## config.mk

```make
export PLATFORM = sky130hd
export DESIGN_NAME = exhaustive_sweep_capture
export DESIGN_NICKNAME = d
export VERILOG_FILES = /design/src/rtl/exhaustive_sweep_capture.sv
export SDC_FILE = /design/constraint.sdc
export NUM_CORES = 1
export LEC_CHECK = 0
export CAP_MARGIN = 20
export CORE_MARGIN = 8
export CORE_UTILIZATION = 40
export DETAILED_ROUTE_END_ITERATION = 16
export GPL_ROUTABILITY_DRIVEN = 0
export HOLD_SLACK_MARGIN = 0.1
export PLACE_DENSITY = 0.74
export SKIP_LAST_GASP = 1
export SLEW_MARGIN = 20
export SYNTH_ARGS = -nofsm -noshare
export SYNTH_HDL_FRONTEND = slang
export SYNTH_SLANG_ARGS = --single-unit
```

## constraint.sdc

```tcl
create_clock -name CK -period 5.1 [get_ports CK]
set_clock_uncertainty 0.2 [all_clocks]
set_input_delay 1.02 -clock CK [delete_from_list [all_inputs] [get_ports CK]]
set_output_delay 1.02 -clock CK [all_outputs]
set_load 0.05 [all_outputs]
```

## src/rtl/exhaustive_sweep_capture.sv

```systemverilog
// exhaustive_sweep_capture: walks all 2^IN_W input vectors, settles, captures responses over valid/ready and folds them into a MISR
module exhaustive_sweep_capture #(
  parameter int          IN_W   = 5,
  parameter int          OUT_W  = 1,
  parameter int          SETTLE = 1,
  parameter int          MISR_W = 16,
  parameter logic [31:0] POLY   = 32'h1021
) (
  input  logic              CK,
  input  logic              reset,
  input  logic              start,
  input  logic              abort,
  input  logic              mode,
  output logic [IN_W-1:0]   vec_out,
  input  logic [OUT_W-1:0]  dut_resp,
  output logic              cap_valid,
  input  logic              cap_ready,
  output logic [IN_W-1:0]   cap_vec,
  output logic [OUT_W-1:0]  cap_resp,
  output logic              busy,
  output logic              done,
  output logic [MISR_W-1:0] signature
);
  localparam int CW = SETTLE > 1 ? $clog2(SETTLE) : 1;
  localparam logic [IN_W:0] LAST = {1'b0, {IN_W{1'b1}}};
  typedef enum logic [1:0] {S_IDLE, S_SETTLE, S_CAPTURE, S_DONE} state_t;
  state_t state_q, state_d;
  logic [IN_W:0] idx_q, idx_d;
  logic [CW-1:0] cnt_q, cnt_d;
  logic [IN_W-1:0] vec_q, vec_d, cap_vec_q, cap_vec_d;
  logic [OUT_W-1:0] cap_resp_q, cap_resp_d;
  logic [MISR_W-1:0] sig_q, sig_d, misr;
  logic mode_q, mode_d;
  function automatic logic [IN_W-1:0] enc(input logic [IN_W-1:0] i, input logic g);
    return g ? i ^ (i >> 1) : i;
  endfunction
  assign misr = (sig_q << 1) ^ (sig_q[MISR_W-1] ? POLY[MISR_W-1:0] : '0) ^ MISR_W'(cap_resp_q);
  assign vec_out = vec_q;
  assign cap_vec = cap_vec_q;
  assign cap_resp = cap_resp_q;
  assign signature = sig_q;
  assign cap_valid = state_q == S_CAPTURE;
  assign busy = state_q == S_SETTLE || state_q == S_CAPTURE;
  assign done = state_q == S_DONE;
  // next-state: start/settle/capture sequencing, abort forces IDLE without touching the MISR
  always_comb begin
    state_d = state_q;
    idx_d = idx_q;
    cnt_d = cnt_q;
    vec_d = vec_q;
    cap_vec_d = cap_vec_q;
    cap_resp_d = cap_resp_q;
    sig_d = sig_q;
    mode_d = mode_q;
    if (abort) state_d = S_IDLE;
    else case (state_q)
      S_IDLE, S_DONE: if (start) begin
        idx_d = '0;
        sig_d = '0;
        mode_d = mode;
        cnt_d = CW'(SETTLE - 1);
        vec_d = '0;
        state_d = S_SETTLE;
      end
      S_SETTLE: if (cnt_q == '0) begin
        cap_resp_d = dut_resp;
        cap_vec_d = vec_q;
        state_d = S_CAPTURE;
      end else cnt_d = cnt_q - CW'(1);
      S_CAPTURE: if (cap_ready) begin
        sig_d = misr;
        if (idx_q == LAST) state_d = S_DONE;
        else begin
          idx_d = idx_q + (IN_W+1)'(1);
          vec_d = enc(idx_q[IN_W-1:0] + IN_W'(1), mode_q);
          cnt_d = CW'(SETTLE - 1);
          state_d = S_SETTLE;
        end
      end
      default: state_d = S_IDLE;
    endcase
  end
  // state register with synchronous reset
  always_ff @(posedge CK) begin
    if (reset) begin
      state_q <= S_IDLE;
      idx_q <= '0;
      cnt_q <= '0;
      vec_q <= '0;
      cap_vec_q <= '0;
      cap_resp_q <= '0;
      sig_q <= '0;
      mode_q <= 1'b0;
    end else begin
      state_q <= state_d;
      idx_q <= idx_d;
      cnt_q <= cnt_d;
      vec_q <= vec_d;
      cap_vec_q <= cap_vec_d;
      cap_resp_q <= cap_resp_d;
      sig_q <= sig_d;
      mode_q <= mode_d;
    end
  end
endmodule

```

==> results of run 1 <==
==> where the power goes <==
part,total [W],internal (W),switching [W]
clock network,0.000251,0.000145,0.000105
registers,0.000278,0.000275,0.00000288
logic,0.0000389,0.0000135,0.0000255
==> metal layers <==
| layer | GRT usage (%) | wire length, um | share of wire, % | vias up |
|---|---|---|---|---|
| li1 | - | - | - | 700 |
| met1 | 13.9 | 1660 | 45 | 635 |
| met2 | 19.5 | 1830 | 50 | 23 |
| met3 | 3.72 | 136 | 3.7 | 6 |
| met4 | 5.09 | 61 | 1.7 | 0 |
| met5 | 0 | 0 | 0 | - |
==> metrics by stage <==
stage,instances,utilization (%),hold slack [ns],cell area [um^2],setup slack [ns]
after CTS,271,52.4,0.271,2080,1.60
final,271,52.4,0.267,2080,1.61
after global placement,263,49.6,0.262,1970,1.79
after global routing,271,52.4,0.299,2080,1.50
after detailed placement,263,49.6,0.266,1970,1.79
after floorplan,192,-,0.274,1630,2.80
==> registers in the layout, summed over array words and instances (netlist names) <==
name and cells:
idx_q 6, cap_resp 1, signature 16, state_q 2, vec_out 4, mode_q 1, cap_vec 5
==> synth_stat cells (all sizes together) <==
library cell	number
buf	10
or4	1
xnor2	5
or3	1
clkbuf	5
nand3b	1
o32a	1
ha	5
and4b	1
nand3	16
nand2	31
a21o	1
nor2	14
nor3	2
dfxtp	35
nand2b	3
and2b	1
a2111oi	1
inv	5
and2	2
nor4	1
o41ai	1
and3	2
xor2	4
a21oi	28
nor2b	2
o21ai	3
nand4b	1
mux2i	9
==> worst register-to-register path: stages (launching register included) <==
cell	delay, ns
dfxtp_1	0.42
inv_1	0.07
ha_1	0.45
nand2b_1	0.20
nand3_1	0.52
or4_1	0.69
a21oi_1	0.15
==> final timing paths <==
kind                            slack (ns)            end
worst max-delay path                  1.61      cap_valid
worst min-delay path                  0.27  signature[15]
worst max register to register        2.31       idx_q[3]
worst min register to register        0.27  signature[15]
==> area by class of cell <==
class | instances | area [um^2] | share of cell area (%)
multi-input cells | 137 | 826 | 39.7
flip-flops and latches | 35 | 701 | 33.7
well taps | 50 | 62.6 | 3.01
repair buffers | 36 | 360 | 17.3
clock inverters | 3 | 43.8 | 2.10
clock buffers | 5 | 68.8 | 3.31
inverters | 5 | 18.8 | 0.902
==> cell families after synthesis <==
logic type / share of synthesized area (%)
XOR/XNOR: 4.83
adder cells (fa/ha/maj): 3.83
flip-flops: 42.9
buffers and inverters: 6.51
multiplexers: 5.52
AND/OR/NAND/NOR: 24.3
AO/OA/AOI/OAI: 12.1
==> qor.json, run 1 <==
{
  "cts_post_setup_buffers_inserted": {"value": 0},
  "port_buffers": {"value": 36},
  "grt_start_max_net_pins": {"value": 29},
  "worst_r2r_startpoint": {"value": "state_q[0]"},
  "grt_pass1_wl": {"value": 6180, "unit": "um"},
  "timing.final.max_slew_violations": {"value": 0},
  "die_w": {"value": 79.9, "unit": "um"},
  "fin_nets": {"value": 232},
  "post-synth-top-area-fraction": {"value": 42.9, "unit": "%"},
  "mappedNetlistNets": {"value": 204},
  "fin_total_pwr": {"value": 0.000567, "unit": "W"},
  "postSynthRegisterBits": {"value": 35},
  "timing.critical_path.cells": {"value": "inv_1 > ha_1 > clkdlybuf4s50_1"},
  "endpoint_kind": {"value": "primary output"},
  "via_per_inst": {"value": 5.03},
  "postSynthAreaPerCell": {"value": 8.50, "unit": "um^2"},
  "worst-setup-path-type": {"value": "reg2out"},
  "setup_repair_after_global_routing_missed_its_margin": {"value": "no"},
  "totalWireLength": {"value": 3690, "unit": "um"},
  "cts_root_buffer": {"value": "clkbuf_8"},
  "fin_setup_tns": {"value": 0, "unit": "ns"},
  "path_depth": {"value": 3},
  "coreArea": {"value": 0.00397, "unit": "mm^2"},
  "maxSlewHeadroom": {"value": 28.8, "unit": "%"},
  "yosys_warnings": {"value": 0},
  "final_cell_mix": {"value": "clkdlybuf4s50_1, dfxtp_1, nand2_1"},
  "max_cap_viol_count": {"value": 0},
  "clock_tree.buffer_depth": {"value": 2},
  "htree_num_levels": {"value": 2},
  "tightest_slew": {"value": 1.06, "unit": "ns"},
  "drt.antenna.violating_nets": {"value": 0},
  "cpMaxStageDelayCell": {"value": "clkdlybuf4s50_1"},
  "arrival_worst_endpoint": {"value": 2.27, "unit": "ns"},
  "hold_buffers": {"value": 0},
  "tritoncts": {"value": "yes"},
  "cts.reportedPaths.clkPinSlew": {"value": 0.08, "unit": "ns"},
  "synth_largest_area_cell": {"value": "dfxtp_1"},
  "critical_path.startpoint_type": {"value": "flop"},
  "dr_total_vias": {"value": 1364},
  "synth_cell_type_count": {"value": 36},
  "grt_antenna_before_repair": {"value": 0},
  "die_height": {"value": 79.9, "unit": "um"},
  "timing.hold.worst.start": {"value": "signature[14]"},
  "start_util": {"value": 41.1, "unit": "%"},
  "antenna_cells": {"value": 0},
  "syn-cell-area": {"value": 0.00163, "unit": "mm^2"},
  "max_freq": {"value": 286, "unit": "MHz"},
  "final_min_period_over_clock_period": {"value": 68.5, "unit": "%"},
  "clock_insertion_delay_worst_skew": {"value": 0.29, "unit": "ns"},
  "critical_path.top_delay_family": {"value": "buffers and inverters"},
  "cts_buf_count": {"value": 5},
  "drcViolationCount": {"value": 0},
  "drt_iter0_drc": {"value": 89},
  "track_usage": {"value": 11.9, "unit": "%"},
  "worst-path-max-fanout": {"value": 20},
  "final_common_cell": {"value": "clkdlybuf4s50_1"},
  "yosys-top-cells-area": {"value": "dfxtp_1, a21oi_1, nand2_1"},
  "synth.yosys.seq_area_share": {"value": 42.9, "unit": "%"},
  "post-dp-hpwl": {"value": 2500, "unit": "um"},
  "run_status": {"value": "complete, no violations"},
  "hold_viol_final": {"value": 0},
  "drtPass1Iterations": {"value": 4},
  "grt_pass1_vias": {"value": 1316},
  "worstHoldPathCells": {"value": 2},
  "worstHoldPathType": {"value": "reg2reg"},
  "tritoncts_sink_count": {"value": 35},
  "globalRouteOverflowTotal": {"value": 0},
  "post_drt_wl_per_cell": {"value": 13.6, "unit": "um"},
  "crit_path_max_incr_delay": {"value": 0.93, "unit": "ns"},
  "rows": {"value": 23},
  "cellLeakagePower": {"value": 0.732, "unit": "nW"},
  "startpoint": {"value": "state_q[0]"},
  "fill_cells": {"value": 393},
  "vdd.ir_drop.worst": {"value": 0.173, "unit": "mV"},
  "powerDensity": {"value": 273, "unit": "mW/mm^2"},
  "ctsResizeCount": {"value": 0},
  "drive_gt1_share": {"value": 6.33, "unit": "%"},
  "reg2regPathDepth": {"value": 6},
  "io-pin-count": {"value": 37},
  "worstPathBufferInverterCount": {"value": 2},
  "worst-endpoint-required": {"value": 3.88, "unit": "ns"},
  "area.growth.synth_to_final": {"value": 27.4, "unit": "%"},
  "setup_violations": {"value": 0},
  "final.min_clock_period": {"value": 3.49, "unit": "ns"},
  "syn-instance-count": {"value": 192},
  "floorplan_die_area": {"value": 0.00638, "unit": "mm^2"}
}
No activity file was read; power rests on OpenSTA's default activity.
==> inputs of run 2 (changes only) <==
PLACE_DENSITY = 0.76   (was 0.74)
clock period = 3 ns   (was 5.1 ns; I/O delays follow)
==> run 2 against run 1 <==
Register-to-register slack lost 1.5 ns. Cell count grew 1.8%. First-iteration DRC count is 46% higher. Critical path type unchanged. Via count grew 1.9%. Design area increased by 0.48%.
==> qor.json, run 2 (synthesized netlist as in run 1, its figures left out) <==
{
  "cts.reportedPaths.clkPinSlew": {"value": 0.07, "unit": "ns"},
  "worst_r2r_startpoint": {"value": "state_q[0]"},
  "ff2ff_setup_slack": {"value": 0.83, "unit": "ns"},
  "cts_root_buffer": {"value": "clkbuf_8"},
  "cts_post_setup_buffers_inserted": {"value": 0},
  "grt_start_max_net_pins": {"value": 20},
  "endpoint_kind": {"value": "primary output"},
  "cts_buf_count": {"value": 5},
  "area.growth.synth_to_final": {"value": 28.0, "unit": "%"},
  "cellLeakagePower": {"value": 0.741, "unit": "nW"},
  "run_status": {"value": "complete, no violations"},
  "drt.antenna.violating_nets": {"value": 0},
  "hold-worst-slack": {"value": 0.274, "unit": "ns"},
  "coreArea": {"value": 0.00397, "unit": "mm^2"},
  "worst-endpoint-required": {"value": 2.20, "unit": "ns"},
  "port_buffers": {"value": 36},
  "maxSlewHeadroom": {"value": 63.2, "unit": "%"},
  "final.min_clock_period": {"value": 2.79, "unit": "ns"},
  "final_common_cell": {"value": "clkdlybuf4s50_1"},
  "totalWireLength": {"value": 3710, "unit": "um"},
  "globalRouteOverflowTotal": {"value": 0},
  "vdd.ir_drop.worst": {"value": 0.301, "unit": "mV"},
  "grt_antenna_before_repair": {"value": 0},
  "post_drt_wl_per_cell": {"value": 13.4, "unit": "um"},
  "place_worst_setup_slack": {"value": 0.519, "unit": "ns"},
  "die_w": {"value": 79.9, "unit": "um"},
  "powerDensity": {"value": 421, "unit": "mW/mm^2"},
  "timing.final.max_slew_violations": {"value": 0},
  "final_cell_count_no_fill": {"value": 276},
  "grt_pass1_wl": {"value": 6220, "unit": "um"},
  "crit_path_max_incr_delay": {"value": 0.81, "unit": "ns"},
  "io-pin-count": {"value": 37},
  "hold_viol_final": {"value": 0},
  "post-route-worst-setup-slack": {"value": 0.211, "unit": "ns"},
  "timing.critical_path.cells": {"value": "inv_1 > ha_1 > inv_1 > clkdlybuf4s50_1"},
  "setup_repair_after_global_routing_missed_its_margin": {"value": "no"},
  "worst-path-max-fanout": {"value": 5},
  "antenna_cells": {"value": 0},
  "final_min_period_over_clock_period": {"value": 93.0, "unit": "%"},
  "drcViolationCount": {"value": 0},
  "worstHoldPathType": {"value": "reg2reg"},
  "die_height": {"value": 79.9, "unit": "um"},
  "startpoint": {"value": "state_q[0]"},
  "track_usage": {"value": 12.1, "unit": "%"},
  "fin_setup_tns": {"value": 0, "unit": "ns"},
  "fin_nets": {"value": 237},
  "cpMaxStageDelayCell": {"value": "clkdlybuf4s50_1"},
  "arrival_worst_endpoint": {"value": 1.99, "unit": "ns"},
  "post-dp-hpwl": {"value": 2570, "unit": "um"},
  "placed_cells_incl_taps": {"value": 268},
  "critical_path.startpoint_type": {"value": "flop"},
  "reg2regPathDepth": {"value": 9},
  "worst-setup-path-type": {"value": "reg2out"},
  "floorplan_die_area": {"value": 0.00638, "unit": "mm^2"},
  "final_cell_mix": {"value": "clkdlybuf4s50_1, dfxtp_1, nand2_1"},
  "start_util": {"value": 41.1, "unit": "%"},
  "hold_buffers": {"value": 0},
  "postPlaceCellArea": {"value": 0.00201, "unit": "mm^2"},
  "via_per_inst": {"value": 5.04},
  "grt_pass1_vias": {"value": 1341},
  "rr_endpoint": {"value": "idx_q[5]"},
  "dr_total_vias": {"value": 1390},
  "max_cap_viol_count": {"value": 0},
  "setup_violations": {"value": 0},
  "tritoncts_sink_count": {"value": 35},
  "rows": {"value": 23},
  "drive_gt1_share": {"value": 7.96, "unit": "%"},
  "tightest_slew": {"value": 0.550, "unit": "ns"},
  "clock_tree.buffer_depth": {"value": 2},
  "final_area": {"value": 0.00209, "unit": "mm^2"},
  "crit_path_end": {"value": "busy"},
  "max_ffs_per_register": {"value": 16},
  "htree_num_levels": {"value": 2},
  "drtPass1Iterations": {"value": 4},
  "clock_insertion_delay_worst_skew": {"value": 0.29, "unit": "ns"},
  "tritoncts": {"value": "yes"},
  "ctsResizeCount": {"value": 0},
  "max_freq": {"value": 359, "unit": "MHz"},
  "drt_iter0_drc": {"value": 130},
  "crit_top_cell": {"value": "inv_1"}
}
-- run 2: changes by cell type in the layout (fill, tap and decap cells not counted) --
cell	previous run	this run
buf_4	0	5
bufinv_16	1	0
clkbuf_1	0	1
clkinv_4	1	0
clkinvlp_4	0	1
-- run 2: where the power goes --
| part | internal, W | switching [W] |
|---|---|---|
| sequential | 0.000468 | 0.00000454 |
| clock | 0.000162 | 0.000172 |
| combinational | 0.0000269 | 0.0000462 |
| total | 0.000657 | 0.000223 |
-- run 2: worst min-delay path by stage --
stage	depth (start not counted)	start	slack (ns)	end
after detailed placement	2	signature[7]	0.27	signature[7]
final	2	signature[7]	0.27	signature[7]
after global placement	2	signature[14]	0.26	signature[15]
after global routing	2	signature[12]	0.30	signature[12]
after floorplan	2	idx_q[1]	0.27	idx_q[1]
after CTS	2	signature[7]	0.28	signature[7]
-- run 2: layer usage --
metal / up-vias / track usage, % / wire (um)
met2: 26 / 19.2 / 1760
met4: 0 / 6.91 / 89
met5: - / 0 / 0
met3: 9 / 2.82 / 140
met1: 645 / 14.5 / 1720
li1: 710 / - / -
-- run 2: final cells by class --
type / count / area, um^2
Inverter: 5 / 18.8
Clock buffer: 6 / 72.6
Multi-Input combinational cell: 137 / 826
Clock inverter: 2 / 12.5
Fill cell: 363 / 1880
Timing Repair Buffer: 41 / 398
Sequential cell: 35 / 701
Tap cell: 50 / 62.6
-- run 2: worst max-delay path: cells and delay by family (launching register included) --
kind                       cells  cell delay [ns]
DFF                            1             0.40
buffers and inverters          3             0.96
adders and majority gates      1             0.34
-- run 2: stage by stage --
step                total power, W  util [%]
floorplan                 0.000535         -
global placement          0.000554      50.5
detailed placement        0.000555      50.5
CTS                       0.000885      52.6
global route              0.000913      52.6
finish                    0.000880      52.6
